==> src/rtl/mpi_rndv_recv_ctrl_if.sv <==
// Bundle of request, network rx, control tx and payload streams for the rendezvous receiver.
// No logic; pure signal grouping.
// slave = receiver block view, master = environment (network/kernel) view.
interface mpi_rndv_recv_ctrl_if;
    logic        recv_req_valid;
    logic        recv_req_ready;
    logic [7:0]  recv_req_src;
    logic [15:0] recv_req_size;

    logic [63:0] s_in_data;
    logic [7:0]  s_in_keep;
    logic        s_in_last;
    logic        s_in_valid;
    logic        s_in_ready;

    logic [63:0] m_out_data;
    logic [7:0]  m_out_keep;
    logic        m_out_last;
    logic        m_out_valid;
    logic        m_out_ready;

    logic [63:0] m_data_data;
    logic [7:0]  m_data_keep;
    logic        m_data_last;
    logic        m_data_valid;
    logic        m_data_ready;

    logic        recv_done;
    logic        recv_err;
    logic [15:0] drop_cnt;

    modport slave (
        input  recv_req_valid, recv_req_src, recv_req_size,
        output recv_req_ready,
        input  s_in_data, s_in_keep, s_in_last, s_in_valid,
        output s_in_ready,
        output m_out_data, m_out_keep, m_out_last, m_out_valid,
        input  m_out_ready,
        output m_data_data, m_data_keep, m_data_last, m_data_valid,
        input  m_data_ready,
        output recv_done, recv_err, drop_cnt
    );

    modport master (
        output recv_req_valid, recv_req_src, recv_req_size,
        input  recv_req_ready,
        output s_in_data, s_in_keep, s_in_last, s_in_valid,
        input  s_in_ready,
        input  m_out_data, m_out_keep, m_out_last, m_out_valid,
        output m_out_ready,
        input  m_data_data, m_data_keep, m_data_last, m_data_valid,
        output m_data_ready,
        input  recv_done, recv_err, drop_cnt
    );
endinterface

==> src/rtl/mpi_rndv_recv_ctrl.sv <==
// MPI rendezvous receive responder: SYNC envelope -> CTS -> DATA stream -> DONE.
// Latency: CTS/DONE valid one cycle after the triggering last beat; payload is a zero-latency pass-through.
// Backpressure: s_in stalled while a control word is pending; payload ready follows m_data_ready.
module mpi_rndv_recv_ctrl #(
    parameter logic [15:0] MY_RANK = 16'd0
) (
    input  logic          clk,
    input  logic          rst,
    mpi_rndv_recv_ctrl_if.slave bus
);

    typedef enum logic [2:0] {
        IDLE, WAIT_ENV, SKIP_ENV, SEND_CTS, WAIT_DATA, STREAM, SEND_DONE, DISCARD
    } state_t;

    localparam logic [7:0] T_SYNC = 8'd0;
    localparam logic [7:0] T_DATA = 8'd2;

    state_t      state_q, state_d, ret_q, ret_d;
    logic [7:0]  exp_src_q;
    logic [15:0] exp_size_q;
    logic [7:0]  tag_q;
    logic [17:0] bytecnt_q;
    logic [15:0] drop_cnt_q;
    logic        recv_done_q, recv_err_q;

    // header field decode of the current s_in beat
    logic [7:0]  hdr_tag, hdr_type, hdr_src;
    logic [15:0] hdr_size, hdr_dst;
    assign hdr_tag  = bus.s_in_data[55:48];
    assign hdr_size = bus.s_in_data[47:32];
    assign hdr_type = bus.s_in_data[31:24];
    assign hdr_src  = bus.s_in_data[23:16];
    assign hdr_dst  = bus.s_in_data[15:0];

    logic env_match, data_match;
    assign env_match  = (hdr_type == T_SYNC) && (hdr_src == exp_src_q) && (hdr_dst == MY_RANK);
    assign data_match = (hdr_type == T_DATA) && (hdr_src == exp_src_q) && (hdr_dst == MY_RANK);

    function automatic logic [3:0] popcnt8(input logic [7:0] k);
        logic [3:0] c;
        c = 4'd0;
        for (int i = 0; i < 8; i++) c = c + {3'd0, k[i]};
        return c;
    endfunction

    logic [17:0] exp_bytes, bytecnt_sum;
    assign exp_bytes   = {exp_size_q, 2'b00};
    assign bytecnt_sum = bytecnt_q + {14'd0, popcnt8(bus.s_in_keep)};

    logic        in_rdy, out_vld, dat_vld;
    logic [63:0] out_dat;
    logic        in_beat;
    assign in_beat = bus.s_in_valid && in_rdy;

    // state register, including the return state used after DISCARD
    always_ff @(posedge clk or posedge rst) begin
        if (rst) begin
            state_q <= IDLE;
            ret_q   <= WAIT_ENV;
        end else begin
            state_q <= state_d;
            ret_q   <= ret_d;
        end
    end

    // next-state decode
    always_comb begin
        state_d = state_q;
        ret_d   = ret_q;
        case (state_q)
            IDLE:      if (bus.recv_req_valid) state_d = WAIT_ENV;
            WAIT_ENV:  if (bus.s_in_valid) begin
                           if (env_match)           state_d = bus.s_in_last ? SEND_CTS : SKIP_ENV;
                           else if (!bus.s_in_last) begin state_d = DISCARD; ret_d = WAIT_ENV; end
                       end
            SKIP_ENV:  if (bus.s_in_valid && bus.s_in_last) state_d = SEND_CTS;
            SEND_CTS:  if (bus.m_out_ready) state_d = WAIT_DATA;
            WAIT_DATA: if (bus.s_in_valid) begin
                           if (data_match)          state_d = bus.s_in_last ? SEND_DONE : STREAM;
                           else if (!bus.s_in_last) begin state_d = DISCARD; ret_d = WAIT_DATA; end
                       end
            STREAM:    if (in_beat && bus.s_in_last) state_d = SEND_DONE;
            SEND_DONE: if (bus.m_out_ready) state_d = IDLE;
            DISCARD:   if (bus.s_in_valid && bus.s_in_last) state_d = ret_q;
            default:   state_d = IDLE;
        endcase
    end

    // outputs decoded from state; STREAM forwards s_in straight to m_data
    always_comb begin
        in_rdy  = 1'b0;
        out_vld = 1'b0;
        dat_vld = 1'b0;
        out_dat = {8'd1, tag_q, exp_size_q, 8'd1, MY_RANK[7:0], 8'd0, exp_src_q};
        case (state_q)
            WAIT_ENV, SKIP_ENV, WAIT_DATA, DISCARD: in_rdy = 1'b1;
            SEND_CTS:  out_vld = 1'b1;
            STREAM: begin
                in_rdy  = bus.m_data_ready;
                dat_vld = bus.s_in_valid;
            end
            SEND_DONE: begin
                out_vld = 1'b1;
                out_dat = {8'd1, 8'd0, 16'd0, 8'd5, MY_RANK[7:0], 8'd0, exp_src_q};
            end
            default: ;
        endcase
    end

    // request latch, tag capture, byte counting, drop counter and status pulses
    always_ff @(posedge clk or posedge rst) begin
        if (rst) begin
            exp_src_q   <= 8'd0;
            exp_size_q  <= 16'd0;
            tag_q       <= 8'd0;
            bytecnt_q   <= 18'd0;
            drop_cnt_q  <= 16'd0;
            recv_done_q <= 1'b0;
            recv_err_q  <= 1'b0;
        end else begin
            recv_done_q <= (state_q == SEND_DONE) && bus.m_out_ready;
            recv_err_q  <= 1'b0;
            case (state_q)
                IDLE: if (bus.recv_req_valid) begin
                    exp_src_q  <= bus.recv_req_src;
                    exp_size_q <= bus.recv_req_size;
                end
                WAIT_ENV: if (bus.s_in_valid) begin
                    if (env_match)                   tag_q      <= hdr_tag;
                    else if (drop_cnt_q != 16'hFFFF) drop_cnt_q <= drop_cnt_q + 16'd1;
                end
                WAIT_DATA: if (bus.s_in_valid) begin
                    if (data_match) begin
                        bytecnt_q  <= 18'd0;
                        recv_err_q <= ({2'b00, hdr_size} != exp_bytes);
                    end else if (drop_cnt_q != 16'hFFFF) begin
                        drop_cnt_q <= drop_cnt_q + 16'd1;
                    end
                end
                STREAM: if (in_beat) begin
                    bytecnt_q <= bytecnt_sum;
                    if (bus.s_in_last) recv_err_q <= (bytecnt_sum != exp_bytes);
                end
                default: ;
            endcase
        end
    end

    assign bus.recv_req_ready = (state_q == IDLE);
    assign bus.s_in_ready     = in_rdy;
    assign bus.m_out_data     = out_dat;
    assign bus.m_out_keep     = 8'hFF;
    assign bus.m_out_last     = 1'b1;
    assign bus.m_out_valid    = out_vld;
    assign bus.m_data_data    = bus.s_in_data;
    assign bus.m_data_keep    = bus.s_in_keep;
    assign bus.m_data_last    = bus.s_in_last;
    assign bus.m_data_valid   = dat_vld;
    assign bus.recv_done      = recv_done_q;
    assign bus.recv_err       = recv_err_q;
    assign bus.drop_cnt       = drop_cnt_q;

endmodule

==> src/flat_wrapper.sv <==
// flat-port wrapper written by rule: the top's interface ports become plain ports
module mpi_rndv_recv_ctrl_flat 
#(
    parameter logic [15:0] MY_RANK = 16'd0
)
  (clk, rst, bus_recv_req_valid, bus_recv_req_src, bus_recv_req_size, bus_recv_req_ready, bus_s_in_data, bus_s_in_keep, bus_s_in_last, bus_s_in_valid, bus_s_in_ready, bus_m_out_data, bus_m_out_keep, bus_m_out_last, bus_m_out_valid, bus_m_out_ready, bus_m_data_data, bus_m_data_keep, bus_m_data_last, bus_m_data_valid, bus_m_data_ready, bus_recv_done, bus_recv_err, bus_drop_cnt);
  mpi_rndv_recv_ctrl_if bus_i ();
  input  logic clk;
  input  logic rst;
  input wire logic [$bits(bus_i.recv_req_valid)-1:0] bus_recv_req_valid;
  input wire logic [$bits(bus_i.recv_req_src)-1:0] bus_recv_req_src;
  input wire logic [$bits(bus_i.recv_req_size)-1:0] bus_recv_req_size;
  output wire logic [$bits(bus_i.recv_req_ready)-1:0] bus_recv_req_ready;
  input wire logic [$bits(bus_i.s_in_data)-1:0] bus_s_in_data;
  input wire logic [$bits(bus_i.s_in_keep)-1:0] bus_s_in_keep;
  input wire logic [$bits(bus_i.s_in_last)-1:0] bus_s_in_last;
  input wire logic [$bits(bus_i.s_in_valid)-1:0] bus_s_in_valid;
  output wire logic [$bits(bus_i.s_in_ready)-1:0] bus_s_in_ready;
  output wire logic [$bits(bus_i.m_out_data)-1:0] bus_m_out_data;
  output wire logic [$bits(bus_i.m_out_keep)-1:0] bus_m_out_keep;
  output wire logic [$bits(bus_i.m_out_last)-1:0] bus_m_out_last;
  output wire logic [$bits(bus_i.m_out_valid)-1:0] bus_m_out_valid;
  input wire logic [$bits(bus_i.m_out_ready)-1:0] bus_m_out_ready;
  output wire logic [$bits(bus_i.m_data_data)-1:0] bus_m_data_data;
  output wire logic [$bits(bus_i.m_data_keep)-1:0] bus_m_data_keep;
  output wire logic [$bits(bus_i.m_data_last)-1:0] bus_m_data_last;
  output wire logic [$bits(bus_i.m_data_valid)-1:0] bus_m_data_valid;
  input wire logic [$bits(bus_i.m_data_ready)-1:0] bus_m_data_ready;
  output wire logic [$bits(bus_i.recv_done)-1:0] bus_recv_done;
  output wire logic [$bits(bus_i.recv_err)-1:0] bus_recv_err;
  output wire logic [$bits(bus_i.drop_cnt)-1:0] bus_drop_cnt;
  assign bus_i.recv_req_valid = bus_recv_req_valid;
  assign bus_i.recv_req_src = bus_recv_req_src;
  assign bus_i.recv_req_size = bus_recv_req_size;
  assign bus_recv_req_ready = bus_i.recv_req_ready;
  assign bus_i.s_in_data = bus_s_in_data;
  assign bus_i.s_in_keep = bus_s_in_keep;
  assign bus_i.s_in_last = bus_s_in_last;
  assign bus_i.s_in_valid = bus_s_in_valid;
  assign bus_s_in_ready = bus_i.s_in_ready;
  assign bus_m_out_data = bus_i.m_out_data;
  assign bus_m_out_keep = bus_i.m_out_keep;
  assign bus_m_out_last = bus_i.m_out_last;
  assign bus_m_out_valid = bus_i.m_out_valid;
  assign bus_i.m_out_ready = bus_m_out_ready;
  assign bus_m_data_data = bus_i.m_data_data;
  assign bus_m_data_keep = bus_i.m_data_keep;
  assign bus_m_data_last = bus_i.m_data_last;
  assign bus_m_data_valid = bus_i.m_data_valid;
  assign bus_i.m_data_ready = bus_m_data_ready;
  assign bus_recv_done = bus_i.recv_done;
  assign bus_recv_err = bus_i.recv_err;
  assign bus_drop_cnt = bus_i.drop_cnt;
  mpi_rndv_recv_ctrl #(.MY_RANK(MY_RANK)) u_core (.clk(clk), .rst(rst), .bus(bus_i));
endmodule
==> config.mk <==
export PLATFORM = sky130hd
export DESIGN_NAME = mpi_rndv_recv_ctrl_flat
export DESIGN_NICKNAME = d
export VERILOG_FILES = /design/src/rtl/mpi_rndv_recv_ctrl_if.sv /design/src/rtl/mpi_rndv_recv_ctrl.sv /design/src/flat_wrapper.sv
export SDC_FILE = /design/constraint.sdc
export NUM_CORES = 1
export LEC_CHECK = 0
export ABC_AREA = 1
export CAP_MARGIN = 20
export CELL_PAD_IN_SITES_DETAIL_PLACEMENT = 1
export CELL_PAD_IN_SITES_GLOBAL_PLACEMENT = 2
export CORE_UTILIZATION = 20
export CTS_CLUSTER_SIZE = 12
export DETAILED_ROUTE_END_ITERATION = 7
export PLACE_DENSITY = 0.78
export RECOVER_POWER = 100
export SLEW_MARGIN = 20
export SYNTH_ARGS = -nofsm -noshare
export SYNTH_HDL_FRONTEND = slang
export SYNTH_SLANG_ARGS = --single-unit
==> constraint.sdc <==
create_clock -name clk -period 2.8 [get_ports clk]
set_input_delay 0.84 -clock clk [delete_from_list [all_inputs] [get_ports clk]]
set_output_delay 0.84 -clock clk [all_outputs]
set_load 0.02 [all_outputs]
==> reports/metrics.yaml <==
status: "finished, violations left"
violations: "negative setup slack"
clockRootBuffer: "clkbuf_16"
endpoint_kind: "flop"
fp.coreArea_um2: 29640
final-setup-viol-count: 46
dp_cells: 1399
postPlaceCellArea_um2: 8589
syn_inst: 803
cts_max_path_buffers: 2
p_leak_nw: 4.402
hold_path.startpoint: "u_core.ret_q[0]"
powerDensity_nw_per_um2: 800.5
fin_area_um2: 9090
finalPower_w: 0.007276
fp.dieArea_um2: 30780
slew_headroom_pct: 9.606
grt_usage_pct: 13.14
drt_wl_total_mm: 20.47
gp_congestion: 0.7775
critical_path_class: "in -> reg"
areaGrowthSynthToFinish_pct: 51.10
cp.required_ns: 3.03
yosysSeqAreaShare_pct: 30.39
worstPathMaxFanout: 4
grt_max_degree: 40
grt_pass1_vias: 5905
hpwl_mm: 16.72
avgViaCountPerCell: 4.083
die_h_um: 175.4
clkTransAtPathRegs_ns: 0.06
gr-total-overflow: 0
rsz0062_at_grt: "true"
ant_nets: 0
r2r_start: "u_core.bytecnt_q[3]"
synth_cell_type_count: 46
portBuffers: 214
die_w_um: 175.4
fillers: 3553
postSynthAreaPerCell_um2: 7.492
final_cell_mix: "nand2_1, clkdlybuf4s50_1, inv_1"
ys_seq_elements: 73
start_util_pct: 20.30
rows: 63
fmax_ghz: 0.2340
syn-cell-area_um2: 6016
cts_tree: "done"
htree_num_levels: 3
fin_ws_ns: -1.474
post-route-period-util_pct: 152.6
final_cells: 1428
cts_buffers: 9
synth-main-ff-cell: "dfrtp_1"
hold_viol: 0
hold_class: "reg -> reg"
antenna_found_initial: 1
first_pass_iters: 4
drc: 0
wl_per_cell_um: 14.33
start_kind: "input pin"
yosysWarnings: 0
cts_sinks: 73
nets: 1149
grt_pass1_wl_mm: 31.59
drive_gt1_share_pct: 22.35
synth_edf_count: 0
drv_slew: 0
drv_cap: 0
crit_path_start: "bus_s_in_keep[0]"
postCtsHoldBufs: 0
async_flop_share_pct: 100.0
antenna_cells: 0
drtIter0Drc: 190
clkLatencyLatePin_ns: 0.35
cp.arrival_ns: 4.51
routed-via-count: 5831
worst_pin_slew_ns: 1.348
ios: 271
clock_skew_ns: 0.01072
max-vdd-ir-drop_uv: 335.5
mostFrequentLayoutCell: "nand2_1"
layout_min_cycle_time_ns: 4.274
## area by class of cell
type / instances / area [um2] / share of cell area (%)
Clock inverter: 5 / 63.81 / 0.7020
Inverter: 105 / 400.4 / 4.405
Tap cell: 390 / 488.0 / 5.368
Clock buffer: 11 / 242.7 / 2.670
Timing Repair Buffer: 306 / 2761 / 30.38
Multi-Input combinational cell: 538 / 3304 / 36.35
Sequential cell: 73 / 1829 / 20.12
## cell families after synthesis
logic type      synth area share (%)
simple gates                   29.37
mux                            3.182
buf+inv                        22.07
xor+xnor                       6.136
other cells                   0.1248
flops                          30.39
compound gates                 5.408
fa+ha+maj                      3.328
## through the flow
step	setup WS [ns]	hold slack, ns	TNS (ns)	utilization [%]
floorplan	-1.434	0.4524	-19.64	-
global placement	-2.219	0.4623	-37.35	28.98
detailed placement	-2.361	0.4659	-40.08	28.98
CTS	-1.610	0.4763	-21.14	30.65
global route	-1.676	0.5047	-32.32	30.67
finish	-1.474	0.4810	-22.77	30.67
## flip-flops by register name, summed over array words and instances (netlist names)
name                  count
u_core.bus.drop_cnt      16
u_core.bus.recv_done      1
u_core.tag_q              8
u_core.state_q            3
u_core.bus.recv_err       1
u_core.exp_src_q          8
u_core.bytecnt_q         18
u_core.ret_q              2
u_core.exp_size_q        16
## per-layer routing
metal	vias up	wire, um	track usage (%)
met2	177	10270	23.58
met3	16	1147	2.554
li1	2854	-	-
met5	-	0	0
met1	2784	8803	15.89
met4	0	242	3.551
## final timing paths
kind | endpoint | slack [ns] | cells past startpoint
setup / recovery | u_core.bus.recv_err | -1.47 | 23
hold / removal | u_core.ret_q[0] | 0.48 | 2
setup reg to reg | u_core.bus.recv_err | 0.58 | 15
hold reg to reg | u_core.ret_q[0] | 0.48 | 2
max in group asynchronous | u_core.exp_size_q[13] | 0.33 | 3
min in group asynchronous | u_core.bus.drop_cnt[2] | 1.23 | 2
## synthesized netlist by cell type, types with 6 or more instances
cell	n	area (um2)
mux2_2	17	191.4
o21ai_2	9	78.83
nor2_1	69	259.0
nand2_1	177	664.4
nor3_1	6	30.03
nand4_1	12	75.07
nand3_1	66	330.3
o21ai_1	11	55.05
xor2_1	14	122.6
nor4_1	6	37.54
a21oi_1	20	100.1
ha_1	8	100.1
dfrtp_1	72	1802
nand2_2	9	56.30
inv_2	8	30.03
buf_4	114	855.8
nand3_2	12	120.1
xnor2_1	23	201.4
inv_1	96	360.4
## critical path, stage by stage
cell and delay (ns):
buf_8 0.10, ha_4 0.25, inv_2 0.03, fa_1 0.49, fa_1 0.43, fa_2 0.35, inv_2 0.08, fa_2 0.48
fa_2 0.41, inv_2 0.07, nand2_2 0.06, nand3_1 0.07, nand2_1 0.05, nor2_1 0.08, nand2_1 0.07, nor2_2 0.09
nand2_1 0.07, nor2_2 0.12, nand3_1 0.09, nor2_1 0.09, nand2_1 0.06, nand2_1 0.06, nand2_1 0.05
## what timing repair did
| item | CTS | global route |
|---|---|---|
| cloned | 0 | 0 |
| pin swaps | 29 | 16 |
| gates resized for setup | 97 | 51 |
| endpoints found under the setup margin | 64 | 43 |
| buffers inserted | 6 | 7 |
## power by group
group          internal [W]  switching [W]  total, W
clock              0.000722       0.000508   0.00123
combinational       0.00179        0.00233   0.00412
sequential          0.00144       0.000489   0.00193
Power figures use the tool's default switching activity.
